### src/rtl/rom_load_pkg.sv
// Shared types and constants for the cart ROM download controller.
// FSM state encoding, mapper codes and address width.
package rom_load_pkg;

  localparam int AW = 25;

  typedef enum logic [2:0] {
    IDLE,
    LOAD,
    WRITE,
    SETTLE,
    COMMIT
  } state_t;

  localparam logic [2:0] MAP_UNKNOWN = 3'd0;
  localparam logic [2:0] MAP_NONE    = 3'd1;
  localparam logic [2:0] MAP_GM2     = 3'd2;
  localparam logic [2:0] MAP_KONAMI  = 3'd3;
  localparam logic [2:0] MAP_KSCC    = 3'd4;
  localparam logic [2:0] MAP_ASCII8  = 3'd5;
  localparam logic [2:0] MAP_ASCII16 = 3'd6;

endpackage

### src/rtl/rom_load_ctrl.sv
// Cart ROM download sequencer: ioctl bytes -> SDRAM write port + detector,
// then settle and commit mapper/offset/size as the cart configuration.
// Ports: clk, reset_n (async low); ioctl_* from HPS with ioctl_wait;
// ram_* SDRAM write port; det_* ROM detector; cart_* committed config;
// overflow (bytes dropped past ROM_MAX), busy (FSM not idle).
// Optional: ROM_MAPPER_OVERRIDE_EN adds ovr_mapper; non-zero wins at commit.
module rom_load_ctrl
  import rom_load_pkg::*;
#(
  parameter logic [AW-1:0] ROM_MAX       = 25'h1000000,
  parameter int            SETTLE_CYCLES = 4,
  parameter logic [AW-1:0] BASE_ADDR     = 25'h0
) (
  input  logic          clk,
  input  logic          reset_n,
  input  logic          dl_active,
  input  logic          ioctl_wr,
  input  logic [AW-1:0] ioctl_addr,
  input  logic [7:0]    ioctl_dout,
  output logic          ioctl_wait,
  output logic [AW-1:0] ram_addr,
  output logic [7:0]    ram_din,
  output logic          ram_we,
  input  logic          ram_ready,
  output logic          det_clr,
  output logic          det_we,
  output logic [AW-1:0] det_addr,
  output logic [7:0]    det_dout,
  input  logic [2:0]    det_mapper,
`ifdef ROM_MAPPER_OVERRIDE_EN
  input  logic [2:0]    ovr_mapper,
`endif
  input  logic [3:0]    det_offset,
  output logic [2:0]    cart_mapper,
  output logic [3:0]    cart_offset,
  output logic [AW-1:0] cart_size,
  output logic          cart_valid,
  output logic          overflow,
  output logic          busy
);

  state_t        state, nxt;
  logic          dl_prev;
  logic          pend;
  logic [AW-1:0] addr_q;
  logic [3:0]    settle_q;
  logic [AW-1:0] count;

  logic          rise;
  logic          start;
  logic          take;
  logic          in_rng;
  logic          done;
  logic [AW-1:0] sum;
  logic [AW-1:0] cnt_new;
  logic [2:0]    map_sel;

  assign busy = (state != IDLE);

`ifdef ROM_MAPPER_OVERRIDE_EN
  assign map_sel = (ovr_mapper != MAP_UNKNOWN) ? ovr_mapper : det_mapper;
`else
  assign map_sel = det_mapper;
`endif

  always_comb begin
    rise    = dl_active & ~dl_prev;
    start   = (state == IDLE) && (rise || pend);
    take    = (state == LOAD) && ioctl_wr;
    in_rng  = ioctl_addr < ROM_MAX;
    done    = (state == WRITE) && ram_ready;
    sum     = addr_q + 1'b1;
    cnt_new = (sum > count) ? sum : count;
    if (cnt_new > ROM_MAX) cnt_new = ROM_MAX;
    nxt = state;
    unique case (state)
      IDLE:   if (rise || pend) nxt = LOAD;
      LOAD: begin
        if (ioctl_wr) begin
          if (in_rng) nxt = WRITE;
        end else if (!dl_active) begin
          nxt = SETTLE;
        end
      end
      WRITE:  if (ram_ready) nxt = dl_active ? LOAD : SETTLE;
      SETTLE: if (settle_q == 4'd0) nxt = COMMIT;
      COMMIT: nxt = IDLE;
      default: nxt = IDLE;
    endcase
  end

  always_ff @(posedge clk or negedge reset_n) begin
    if (!reset_n) state <= IDLE;
    else          state <= nxt;
  end

  always_ff @(posedge clk or negedge reset_n) begin
    if (!reset_n) begin
      dl_prev     <= 1'b0;
      pend        <= 1'b0;
      addr_q      <= '0;
      settle_q    <= '0;
      count       <= '0;
      ioctl_wait  <= 1'b0;
      ram_addr    <= '0;
      ram_din     <= '0;
      ram_we      <= 1'b0;
      det_clr     <= 1'b0;
      det_we      <= 1'b0;
      det_addr    <= '0;
      det_dout    <= '0;
      cart_mapper <= '0;
      cart_offset <= '0;
      cart_size   <= '0;
      cart_valid  <= 1'b0;
      overflow    <= 1'b0;
    end else begin
      dl_prev <= dl_active;
      det_clr <= 1'b0;
      det_we  <= 1'b0;
      // a restart seen before commit is replayed once back in IDLE
      if ((state == SETTLE || state == COMMIT) && rise) pend <= 1'b1;
      if (start) begin
        det_clr    <= 1'b1;
        cart_valid <= 1'b0;
        overflow   <= 1'b0;
        count      <= '0;
        pend       <= 1'b0;
      end
      if (take) begin
        if (in_rng) begin
          addr_q     <= ioctl_addr;
          ram_addr   <= BASE_ADDR + ioctl_addr;
          ram_din    <= ioctl_dout;
          ram_we     <= 1'b1;
          ioctl_wait <= 1'b1;
        end else begin
          overflow <= 1'b1;
        end
      end
      if (done) begin
        ram_we     <= 1'b0;
        ioctl_wait <= 1'b0;
        det_we     <= 1'b1;
        det_addr   <= addr_q;
        det_dout   <= ram_din;
        count      <= cnt_new;
      end
      if (nxt == SETTLE && state != SETTLE)
        settle_q <= 4'(SETTLE_CYCLES - 1);
      else if (state == SETTLE && settle_q != 4'd0)
        settle_q <= settle_q - 4'd1;
      if (state == COMMIT) begin
        cart_size   <= count;
        cart_mapper <= map_sel;
        cart_offset <= det_offset;
        cart_valid  <= (count != '0);
      end
    end
  end

endmodule

### config.mk
export PLATFORM = sky130hd
export DESIGN_NAME = rom_load_ctrl
export DESIGN_NICKNAME = d
export VERILOG_FILES = /design/src/rtl/rom_load_pkg.sv /design/src/rtl/rom_load_ctrl.sv
export SDC_FILE = /design/constraint.sdc
export NUM_CORES = 1
export LEC_CHECK = 0
export CORE_MARGIN = 2
export CORE_UTILIZATION = 55
export CTS_CLUSTER_SIZE = 20
export DETAILED_ROUTE_END_ITERATION = 10
export PLACE_DENSITY = 0.9
export SLEW_MARGIN = 15
export SYNTH_ARGS = -nofsm -noshare
export SYNTH_HDL_FRONTEND = slang
export SYNTH_SLANG_ARGS = --single-unit
### constraint.sdc
create_clock -name clk -period 8.5 [get_ports clk]
set_clock_uncertainty 0.05 [all_clocks]
set_input_delay 1.7 -clock clk [delete_from_list [all_inputs] [get_ports clk]]
set_output_delay 1.7 -clock clk [all_outputs]
set_load 0.005 [all_outputs]
==> results.cfg <==
[global_routing]
grt_overflow_total = 0
grt_usage_pct = 27.08
grt_pass1_vias = 5330
grt_pass1_wl_mm = 27.07
antenna_found_initial = 0
grt_max_degree = 72

[power]
p_leak_nw = 3.777
power_density_nw_per_um2 = 382.2
irDropWorstVdd_uv = 223.9

[critical_path]
cpMaxStageDelayCell = dfrtp_1
r2r_setup_slack_ps = 4310
critPathMaxFanout = 24
cp_top_family = compound AO/OA/AOI/OAI gates
critPathRequiredTime_ps = 8700
cp.depth = 14
r2r_start = addr_q[0]
cp_cell_sequence = ha_1, nand4_1, nor4_4, and3_4, xnor2_4, inv_2, ha_1, nand4_1, nor2_1, a221o_1, a211oi_1, a221o_1, a31o_4, o32ai_1
worstReg2RegEnd = count[4]
startpoint_type = flop
critPathArrivalTime_ps = 4390
worst-setup-path-type = reg2reg
end_kind = flop
slowest_delay_ps = 470
reg2reg_depth = 14
crit_buf_inv = 1

[yosys]
yosys_warnings = 0
synth_sequential_area_ratio_pct = 51.72
netlist_top_cells_area = dfrtp_1 52%, mux2_2 11%, nand2_1 7.9%
async_reset_ff_share_pct = 100.0
ys_ff_latch = 137
synth_top_area_share_pct = 51.72
synth-main-ff-cell = dfrtp_1
synthesis.area_um2 = 6629
ys_types = 53
synth.most_common_cell = nand2_1
synthCells = 618
syn_area_per_cell_um2 = 10.73
synth_edf_count = 0
synth_nets = 690
synth_commonest_cells = 139 x nand2_1, 137 x dfrtp_1, 62 x mux2_2
yosysTopAreaCell = dfrtp_1

[clock_tree]
clock_path_buffers = 2
cts_made_buffers = 17
postCtsSetupBuffers = 0
cts-root-buf = clkbuf_16
htreeDepth = 4
clk_pin_slew_ps = 60
postCtsHoldBufs = 0
post_cts_resized = 0
cts.sinks = 137
cts_tree = done
insertion_delay_ps = 430

[layout]
final_util_pct = 73.94
diodes = 0
drive_gt1_share_pct = 15.53
area_delta_synth_final_pct = 32.86
nets = 838

[detailed_routing]
vias = 5315
ant_nets = 0
wl_mm = 16.67
dr.pass1.iters = 5
dr.first_iter.drc_count = 350
via_per_inst = 5.740
wl_per_cell_um = 18.00
drc_errors = 0

[timing]
fin_setup_tns_ps = 0
rsz0062_at_grt = no
slew-limit-headroom_pct = 42.89
post-route-period-util_pct = 49.28
clock.fmax_mhz = 238.7
fin_crit_ps = 4189
slew_viol_final = 0
finalHoldViolations = 0
holdWs_ps = 418.7
finalSetupViolCount = 0
worstMarginPinSlew_ps = 856.6
setup_slack_ps = 4311

[min_path]
worstHoldPathType = reg2reg
hold_path_end = det_addr[14]
min_path_cells = 2
min_from = det_addr[14]

[floorplan]
pin_count = 150
dieArea_um2 = 12950
start_util_pct = 55.65
die_w_um = 113.8
coreArea_um2 = 11910
die_h_um = 113.8
rows = 40

[placed_design]
io_buffers = 149
dpl.hpwl_mm = 11.78
place_ws_ps = 4408
gp_congestion = 0.8791

[run]
maxCapViolCount = 0

[status]
status = complete, no violations
-- sequential cells by signal, summed over array words and instances, names as in the netlist --
register and flops:
count 25, ram_we 1, det_dout 8, settle_q 4, cart_mapper 3, det_clr 1, addr_q 25, cart_valid 1
cart_size 25, overflow 1, det_addr 25, det_we 1, ram_din 8, dl_prev 1, cart_offset 4, state 3
pend 1
-- where the power goes --
group	switching [W]	internal, W	leakage (nW)	total [W]
combinational	0.000637	0.000775	1.82	0.00141
sequential	0.000283	0.000926	1.67	0.00121
clock	0.000279	0.000465	0.289	0.000744
total	0.00120	0.00217	3.78	0.00337
-- tightest hold or removal path, cell delays in order (launching register included) --
cell and delay [ps]:
dfrtp_1 340, nand2_1 50, nand2_1 50
-- stage by stage --
step / std cells / cell area, um2 / total power, W
finish: 926 / 8807 / 0.003366
global route: 926 / 8807 / 0.003581
CTS: 926 / 8807 / 0.003377
detailed placement: 894 / 8213 / 0.002609
global placement: 894 / 8213 / 0.002545
floorplan: 618 / 6629 / 0.001905
-- layout by cell type (no fill, tap or decap), drive strengths merged, types with 13 or more instances in the layout --
cell	count
a21oi	15
clkbuf	19
clkdlybuf4s50	148
dfrtp	137
ha	27
inv	36
mux2	62
nand2	139
nand3	23
nand4	13
nor2	24
o21ai	15
o32ai	17
xnor2	16
-- layer usage --
metal / vias up / share of wire [%] / track usage [%]
met5: - / 0 / 0
met4: 0 / 2.7 / 12.60
met3: 38 / 6.1 / 6.801
met2: 194 / 48 / 42.67
met1: 2633 / 43 / 35.56
li1: 2450 / - / -
-- worst max-delay path by stage --
stage	from	endpoint	slack (ps)
3_3_place_gp	ram_ready	count[23]	4510
5_1_grt	addr_q[0]	count[4]	4020
3_5_place_dp	addr_q[0]	count[9]	4410
4_1_cts	addr_q[0]	count[4]	4330
2_1_floorplan	addr_q[0]	count[2]	4880
6_report	addr_q[0]	count[4]	4310
-- final cells by class --
class | instances | area (um2)
inverters | 35 | 131.4
repair buffers | 155 | 1538
fillers | 817 | 3104
flip-flops and latches | 137 | 3428
well taps | 147 | 183.9
multi-input cells | 420 | 2932
clock buffers | 19 | 442.9
clock inverters | 13 | 151.4
-- logic make-up (layout without fill, tap and decap cells) --
logic type,after synthesis,in the layout,synth area share (%)
AND/OR/NAND/NOR,237,237,16.86
flip-flops,137,137,51.72
buffers and inverters,61,222,4.266
adder cells (fa/ha/maj),27,27,5.096
AO/OA/AOI/OAI,67,67,7.682
XOR/XNOR,27,27,3.851
multiplexers,62,62,10.53
(Power assumes the default switching activity.)
